--- config.mk ---
export PLATFORM = sky130hd
export DESIGN_NAME = hazard_forward_unit
export DESIGN_NICKNAME = d
export VERILOG_FILES = /design/src/rtl/hazard_forward_unit.sv
export SDC_FILE = /design/constraint.sdc
export NUM_CORES = 1
export LEC_CHECK = 0
export CORE_UTILIZATION = 48
export CTS_CLUSTER_SIZE = 30
export DETAILED_ROUTE_END_ITERATION = 8
export PLACE_DENSITY = 0.92
export SYNTH_ARGS = -nofsm -noshare
export SYNTH_HDL_FRONTEND = slang
export SYNTH_SLANG_ARGS = --single-unit
--- constraint.sdc ---
create_clock -name clk -period 2.85 [get_ports clk]
set_input_delay 0.285 -clock clk [delete_from_list [all_inputs] [get_ports clk]]
set_output_delay 0.285 -clock clk [all_outputs]
set_load 0.01 [all_outputs]
--- src/rtl/hazard_forward_unit.sv ---
`default_nettype none
// ============================================================================
// Module      : hazard_forward_unit
// Description : Hazard and forwarding controller for the IF/DE/EX/ME/WB core.
//               - Operand forwarding to EX from ME (priority) and WB.
//               - Load-use detection with a configurable stall length.
//               - Whole-pipeline freeze while data memory is not ready.
//               - DE/EX squash on a taken branch resolved in EX.
//               - Saturating stall-cycle counter and sticky memory timeout.
// Ports       :
//   clk, rst                     rising-edge clock, synchronous active-high reset
//   RUWr_me/wb, rd_me/wb         register write enable / destination, ME and WB
//   rs1_ex, rs2_ex, rd_ex        EX source and destination registers
//   MemRd_ex                     EX instruction is a load
//   rs1_de, rs2_de, use_rs*_de   DE source registers and their use flags
//   br_taken_ex                  taken branch/jump resolved in EX
//   dmem_req_me, dmem_ready      ME data-memory handshake
//   FUASrc, FUBSrc               operand select: 00 regfile, 01 ME, 10 WB
//   stall_pc, stall_de           hold PC / IF-DE register
//   bubble_ex, flush_de          NOP into DE/EX / clear IF/DE
//   freeze                       hold every pipeline register
//   stall_cnt                    saturating count of stall_pc cycles
//   mem_timeout                  sticky: freeze lasted TIMEOUT cycles
// Revision    : 1.0 - initial release
// ============================================================================
module hazard_forward_unit #(
    parameter int REG_AW   = 5,
    parameter int LOAD_LAT = 1,
    parameter int ZERO_REG = 1,
    parameter int CNT_W    = 16,
    parameter int TIMEOUT  = 255
) (
    input  logic              clk,
    input  logic              rst,
    input  logic              RUWr_me,
    input  logic              RUWr_wb,
    input  logic [REG_AW-1:0] rd_me,
    input  logic [REG_AW-1:0] rd_wb,
    input  logic [REG_AW-1:0] rs1_ex,
    input  logic [REG_AW-1:0] rs2_ex,
    input  logic [REG_AW-1:0] rd_ex,
    input  logic              MemRd_ex,
    input  logic [REG_AW-1:0] rs1_de,
    input  logic [REG_AW-1:0] rs2_de,
    input  logic              use_rs1_de,
    input  logic              use_rs2_de,
    input  logic              br_taken_ex,
    input  logic              dmem_req_me,
    input  logic              dmem_ready,
    output logic [1:0]        FUASrc,
    output logic [1:0]        FUBSrc,
    output logic              stall_pc,
    output logic              stall_de,
    output logic              bubble_ex,
    output logic              flush_de,
    output logic              freeze,
    output logic [CNT_W-1:0]  stall_cnt,
    output logic              mem_timeout
);

    // ------------------------------------------------------------------------
    // Constants
    // ------------------------------------------------------------------------
    // LOAD_LAT is limited to 1..15, so four bits always hold the remaining
    // stall count.
    localparam int               c_LU_W       = 4;
    localparam logic [c_LU_W-1:0] c_LU_INIT   = c_LU_W'(LOAD_LAT - 1);
    localparam logic [c_LU_W-1:0] c_LU_ONE    = c_LU_W'(1);
    localparam bit               c_MULTI_LU   = (LOAD_LAT > 1);
    localparam bit               c_ZERO_HARD  = (ZERO_REG != 0);

    // Wait counter saturates at TIMEOUT, so it only needs to reach that value.
    localparam int                  c_WAIT_W    = (TIMEOUT < 1) ? 1 : $clog2(TIMEOUT + 1);
    localparam logic [c_WAIT_W-1:0] c_WAIT_MAX  = c_WAIT_W'(TIMEOUT);
    localparam logic [c_WAIT_W-1:0] c_WAIT_LAST = c_WAIT_W'(TIMEOUT - 1);

    typedef enum logic [0:0] {
        ST_IDLE     = 1'b0,
        ST_LU_STALL = 1'b1
    } state_t;

    // ------------------------------------------------------------------------
    // Forwarding (purely combinational, independent of reset and state)
    // ------------------------------------------------------------------------
    logic              w_me_src_ok;
    logic              w_wb_src_ok;
    logic [REG_AW-1:0] w_rs_ex  [2];
    logic [1:0]        w_fwd_sel[2];

    // A write to the hardwired zero register never produces a usable value.
    assign w_me_src_ok = RUWr_me && !(c_ZERO_HARD && (rd_me == '0));
    assign w_wb_src_ok = RUWr_wb && !(c_ZERO_HARD && (rd_wb == '0));

    assign w_rs_ex[0] = rs1_ex;
    assign w_rs_ex[1] = rs2_ex;

    for (genvar gi = 0; gi < 2; gi++) begin : g_fwd
        logic w_hit_me;
        logic w_hit_wb;

        assign w_hit_me = w_me_src_ok && (rd_me == w_rs_ex[gi]);
        assign w_hit_wb = w_wb_src_ok && (rd_wb == w_rs_ex[gi]);

        // ME holds the younger result, so it wins over WB.
        assign w_fwd_sel[gi] = w_hit_me ? 2'b01 :
                               (w_hit_wb ? 2'b10 : 2'b00);
    end : g_fwd

    assign FUASrc = w_fwd_sel[0];
    assign FUBSrc = w_fwd_sel[1];

    // ------------------------------------------------------------------------
    // Hazard detection
    // ------------------------------------------------------------------------
    logic w_freeze_raw;
    logic w_hz;

    assign w_freeze_raw = dmem_req_me && !dmem_ready;

    assign w_hz = MemRd_ex
               && !(c_ZERO_HARD && (rd_ex == '0))
               && ((use_rs1_de && (rs1_de == rd_ex))
                || (use_rs2_de && (rs2_de == rd_ex)));

    // ------------------------------------------------------------------------
    // Control decode: freeze > branch > load-use
    // ------------------------------------------------------------------------
    state_t            r_state;
    state_t            w_state_nx;
    logic [c_LU_W-1:0] r_lu_cnt;
    logic [c_LU_W-1:0] w_lu_nx;
    logic              w_stall;
    logic              w_bubble;
    logic              w_flush;

    always_comb begin
        w_stall    = 1'b0;
        w_bubble   = 1'b0;
        w_flush    = 1'b0;
        w_state_nx = r_state;
        w_lu_nx    = r_lu_cnt;

        if (rst) begin
            // Registers are cleared by the sequential block; outputs stay low.
            w_state_nx = ST_IDLE;
            w_lu_nx    = '0;
        end else if (w_freeze_raw) begin
            // Everything holds, including the load-use countdown.
            w_stall = 1'b1;
        end else if (br_taken_ex) begin
            // The DE instruction is squashed, so any hazard it raised is moot.
            w_flush    = 1'b1;
            w_bubble   = 1'b1;
            w_state_nx = ST_IDLE;
            w_lu_nx    = '0;
        end else begin
            case (r_state)
                ST_IDLE: begin
                    if (w_hz) begin
                        w_stall  = 1'b1;
                        w_bubble = 1'b1;
                        if (c_MULTI_LU) begin
                            w_state_nx = ST_LU_STALL;
                            w_lu_nx    = c_LU_INIT;
                        end
                    end
                end
                ST_LU_STALL: begin
                    // EX already holds the bubble inserted on entry.
                    w_stall = 1'b1;
                    w_lu_nx = r_lu_cnt - c_LU_ONE;
                    if (r_lu_cnt <= c_LU_ONE) begin
                        w_state_nx = ST_IDLE;
                    end
                end
                default: begin
                    w_state_nx = ST_IDLE;
                    w_lu_nx    = '0;
                end
            endcase
        end
    end

    assign stall_pc  = w_stall;
    assign stall_de  = w_stall;
    assign bubble_ex = w_bubble;
    assign flush_de  = w_flush;
    assign freeze    = w_freeze_raw && !rst;

    // ------------------------------------------------------------------------
    // State, statistics and timeout registers
    // ------------------------------------------------------------------------
    logic [CNT_W-1:0]    r_stall_cnt;
    logic [c_WAIT_W-1:0] r_wait_cnt;
    logic                r_mem_timeout;

    always_ff @(posedge clk) begin
        if (rst) begin
            r_state       <= ST_IDLE;
            r_lu_cnt      <= '0;
            r_stall_cnt   <= '0;
            r_wait_cnt    <= '0;
            r_mem_timeout <= 1'b0;
        end else begin
            r_state  <= w_state_nx;
            r_lu_cnt <= w_lu_nx;

            if (w_stall && (r_stall_cnt != {CNT_W{1'b1}})) begin
                r_stall_cnt <= r_stall_cnt + CNT_W'(1);
            end

            if (w_freeze_raw) begin
                if (r_wait_cnt != c_WAIT_MAX) begin
                    r_wait_cnt <= r_wait_cnt + c_WAIT_W'(1);
                end
                // Set on the edge where the counter arrives at TIMEOUT.
                if (r_wait_cnt >= c_WAIT_LAST) begin
                    r_mem_timeout <= 1'b1;
                end
            end else begin
                r_wait_cnt <= '0;
            end
        end
    end

    assign stall_cnt   = r_stall_cnt;
    assign mem_timeout = r_mem_timeout;

endmodule : hazard_forward_unit
`default_nettype wire

Word-level counts from Yosys, hierarchy flattened
Index checks and enable logic that the tools add are counted.
Widths: inputs -> output; s select.
- register bits: 30
- input bits: 45
- logic and storage cells: 67
- bitwise logic cells: 2
- reductions and logical operators: 26
- add/subtract/negate cells: 3
- multiplexer cells: 21
- eq/ne operators: 8
- magnitude comparators: 2
- operator list (operator ; count):
    $eq 5x5->1 ; 6
    $add 16x1->16 const B ; 1
    $ne 16x16->1 const B ; 1
    $logic_not 5->1 ; 3
    $mux 1 ; 14
    $logic_and 1x1->1 ; 13
    $add 8x1->8 const B ; 1
    $ge 8x8->1 const B ; 1
    $mux 2 ; 4
    $mux 4 ; 2
    $ne 8x8->1 const B ; 1
    $logic_not 1->1 ; 5
    $le 4x1->1 const B ; 1
    $reduce_and 2->1 ; 2
    $sub 4x1->4 const B ; 1
    $not 1->1 ; 2
    $pmux 1 s2 ; 1
    $reduce_bool 2->1 ; 1
    $reduce_or 2->1 ; 1
    $logic_or 1x1->1 ; 1

Longest topological paths before layout
Gate-level depths: netlist of run 1.
- depth after elaboration: 10
- gate-level depth with buffers: 9
- depth with buffers taken out: 7

Least setup slack after synthesis of run 1
Ideal clock, no wire load.
- kind: flip-flop to flip-flop
- start point: register r_stall_cnt[0], in the netlist stall_cnt[0]
- end point: register r_stall_cnt[1], in the netlist stall_cnt[1]
- stages on the path, launching flop included: 10
- slack: 951 ps
- arrival time: 1785 ps
- required time: 2736 ps
- cell sequence: dfxtp_1 > ha_1 > and4_1 > nand4_1 > o21ai_0 > o21a_2 > buf_6 > buf_6 > mux2i_1 > nor2_1
- longest elaborated chain between the ends: 2
- elaborated cells on any way between the ends: 3
- those cells by class: add/sub: 1; eq/ne: 1; reduce/logical: 1
- RTL lines (element ; line ; RTL):
    start: declaration ; 193 ; logic [CNT_W-1:0] r_stall_cnt;
    start signal: assignment ; 209 ; r_stall_cnt <= r_stall_cnt + CNT_W'(1);
    branches (longest 2 deep; another with $add 16x1->16) ; - ;
Parallel ways; which one is timed is not known.
A chain may end at the register's enable or synchronous reset.

Worst setup path after layout of run 1
- start point: input rd_me[1]
- end point: output FUASrc[1]
- longest elaborated chain between the ends: 5
- elaborated cells on any way between the ends: 6
- those cells by class: eq/ne: 1; mux: 1; reduce/logical: 4
- RTL lines (element ; line ; RTL):
    start: declaration ; 37 ; input logic [REG_AW-1:0] rd_me,
    $logic_not 5->1 ; 91 ; assign w_me_src_ok = RUWr_me && !(c_ZERO_HARD && (rd_me == '0));
    $logic_not 1->1 ; 91 ;
    $logic_and 1x1->1 ; 91 ;
    $logic_and 1x1->1 (*) ; 101 ; assign w_hit_me = w_me_src_ok && (rd_me == w_rs_ex[gi]);
    $mux 2 (*) ; 105 ; assign w_fwd_sel[gi] = w_hit_me ? 2'b01 :
    end: declaration ; 50 ; output logic [1:0] FUASrc,
Mark *: on every way between the ends. The rest lies on a longest branch, timed or not.

==> results of run 1 <==
-- routing by layer --
metal	wire length (um)	track usage, %
met1	2250	29.3
met2	2500	44.4
met3	364	6.38
met4	101	11.2
met5	0	0
-- cells in the final DEF (no fill, tap or decap), drive strengths merged, types with 2 or more instances in the layout --
cell,netlist,layout
and2,4,4
clkbuf,5,7
inv,6,6
a21oi,25,25
and4,4,4
or4,9,9
and3,5,5
ha,5,5
nand3,9,9
or3,8,8
xnor2,11,11
dfxtp,30,30
buf,6,5
a211oi,2,2
nor4,7,7
nand2b,4,4
o31ai,4,4
clkdlybuf4s50,0,69
o21a,2,2
nor3,5,5
mux2i,2,2
nand2,13,13
xor2,26,26
o21ai,15,15
nor2,19,19
nand4,4,4
-- state kept, by name, indices dropped and copies added, names as in the netlist --
signal / flops
r_state: 1
r_wait_cnt: 8
stall_cnt: 16
mem_timeout: 1
r_lu_cnt: 4
-- kinds of logic (layout without fill, tap and decap cells) --
family	count (synthesis)	after routing	share of synthesized area, %
simple gates	97	97	28.2
flops	30	30	30.5
mux	2	2	1.02
xor+xnor	37	37	16.5
compound gates	52	52	15.1
fa+ha+maj	5	5	3.18
buf+inv	17	89	5.47
-- repair_timing --
item	CTS	global route
hold endpoints to repair	0	0
resized for setup	0	2
hold buffers	0	0
endpoints found under the setup margin	0	3
-- power breakdown --
| part | switching, uW | internal (uW) |
|---|---|---|
| Clock | 154 | 261 |
| Combinational | 71.0 | 98.5 |
| Sequential | 2.68 | 421 |
| Total | 228 | 781 |
-- per-stage QoR --
step                      setup WS [ns]  power (uW)
final                            0.0864        1010
after global routing            0.00449        1050
after CTS                        0.0303        1020
after detailed placement         0.0228         601
after global placement            0.145         596
after floorplan                   0.951         504
-- worst max-delay path, stage by stage --
cell	delay, ns
clkdlybuf4s50_1	0.48
or4_1	0.56
o21ai_1	0.18
nor4_1	0.10
nor4_1	0.29
clkdlybuf4s50_1	0.59
-- final cells by class --
type	count	area, um^2
repair buffers	75	741
inverters	6	22.5
well taps	48	60.1
fillers	274	1010
flip-flops and latches	30	601
multi-input cells	193	1260
clock inverters	1	30.0
clock buffers	7	76.3
-- worst paths after layout --
check	from	end	depth (start not counted)
setup / recovery	rd_me[1]	FUASrc[1]	6
hold / removal	r_lu_cnt[3]$_SDFFE_PP0P_	r_lu_cnt[3]$_SDFFE_PP0P_	2
setup reg to reg	stall_cnt[0]$_SDFFE_PP0P_	stall_cnt[11]$_SDFFE_PP0P_	7
hold reg to reg	r_lu_cnt[3]$_SDFFE_PP0P_	r_lu_cnt[3]$_SDFFE_PP0P_	2
==> qor.yml, run 1 <==
run_status:
  outcome: "finished, final reports clean"
synthesis:
  avgSynthCellArea_um2: 8.20
  async_reset_ff_share_pct: 0
  synth_edf_count: 0
  ys.flop_type: "dfxtp_1"
  syn_inst: 240
  yosys_register_bits: 30
  synth_common_cells: "30 x dfxtp_1, 26 x xor2_1, 25 x a21oi_1"
  ys_warn_count: 0
  synth.net_count: 290
  synth_area_leaders: "dfxtp_1 31%, xor2_1 12%, a21oi_1 6.4%, xnor2_1 4.9%, o21ai_0 3.8%"
  yosys.area.top_type_share_pct: 30.5
  yosysTopAreaCell: "dfxtp_1"
  yosysSeqAreaShare_pct: 30.5
  yosysMostFrequentCell: "dfxtp_1"
  synth_cell_type_count: 42
  syn_area_um2: 1970
clocking:
  cts_tree: "built"
  htreeDepth: 2
  clk_pin_slew_ns: 0.06
  clock_latency_ns: 0.28
  numCtsBuffers: 5
  clk_path_buf_depth: 2
  post-cts-setup-buffers: 0
  cts-root-buf: "clkbuf_8"
  cts_sinks: 30
critical_path:
  worstSetupEndpointType: "output port"
  cp.arrival_ns: 2.48
  crit_fanout: 3
  cp.required_ns: 2.57
  startpoint_type: "input pin"
  rrSetupSlack_ns: 0.65
  path_class: "input pin to output port"
power:
  p_leak_uw: 0.00100
  powerDensity_nw_per_um2: 362
  ir_worst_vdd_mv: 0.274
placed_design:
  dp_hpwl_mm: 3.99
  place.gp.congestion: 0.856
  dpl_cell_area_um2: 2680
  port_buffers: 70
  placed_cells: 352
global_routing:
  grt_pass1_vias: 1918
  overflow: 0
  grt_max_degree: 27
  grt_antenna_before_repair: 0
  grt_pass1_wl_mm: 8.57
  grt_usage_pct: 25.5
die:
  initial_core_util_pct: 51.8
  die_w_um: 66.0
  fp.dieH_um: 66.0
  dieArea_um2: 4360
  num_rows: 22
  io-pin-count: 71
  coreArea_um2: 3800
sta:
  finalHoldViolations: 0
  relSlewSlack_pct: 72.2
  skew_ns: 0.00443
  worst_slew_pin_slew_ns: 0.416
  fin_setup_tns_ns: 0
  setup_viol: 0
  whs_ns: 0.491
  fin_crit_sh_pct: 97.0
  rsz0062_at_grt: "false"
  period_needed_ns: 2.76
  fmax_mhz: 362
  slew_violations: 0
drt:
  first_pass_iters: 4
  post_drt_via_cell_ratio: 5.63
  ant_nets: 0
  detail_route.wirelength_mm: 5.22
  wl_per_cell_um: 14.5
  drtIter0Drc: 162
  drc_errors: 0
  vias: 2025
final_layout:
  final_area_um2: 2790
  post-route-util_pct: 73.4
  finalNonFillerCells: 360
  num_antenna_cells: 0
  synthToLayoutAreaGrowth_pct: 41.8
  final_nets: 361
  drive_gt1_share_pct: 6.73
flow_run:
  max-cap-violations: 0
min_path:
  hold_path_class: "register to register"
(Power assumes the default switching activity.)
==> run 2: changes to the inputs <==
CAP_MARGIN = 20   (was not set)
==> results of run 2 <==
No change in the layout: final DEF, timing and power equal those of run 1.
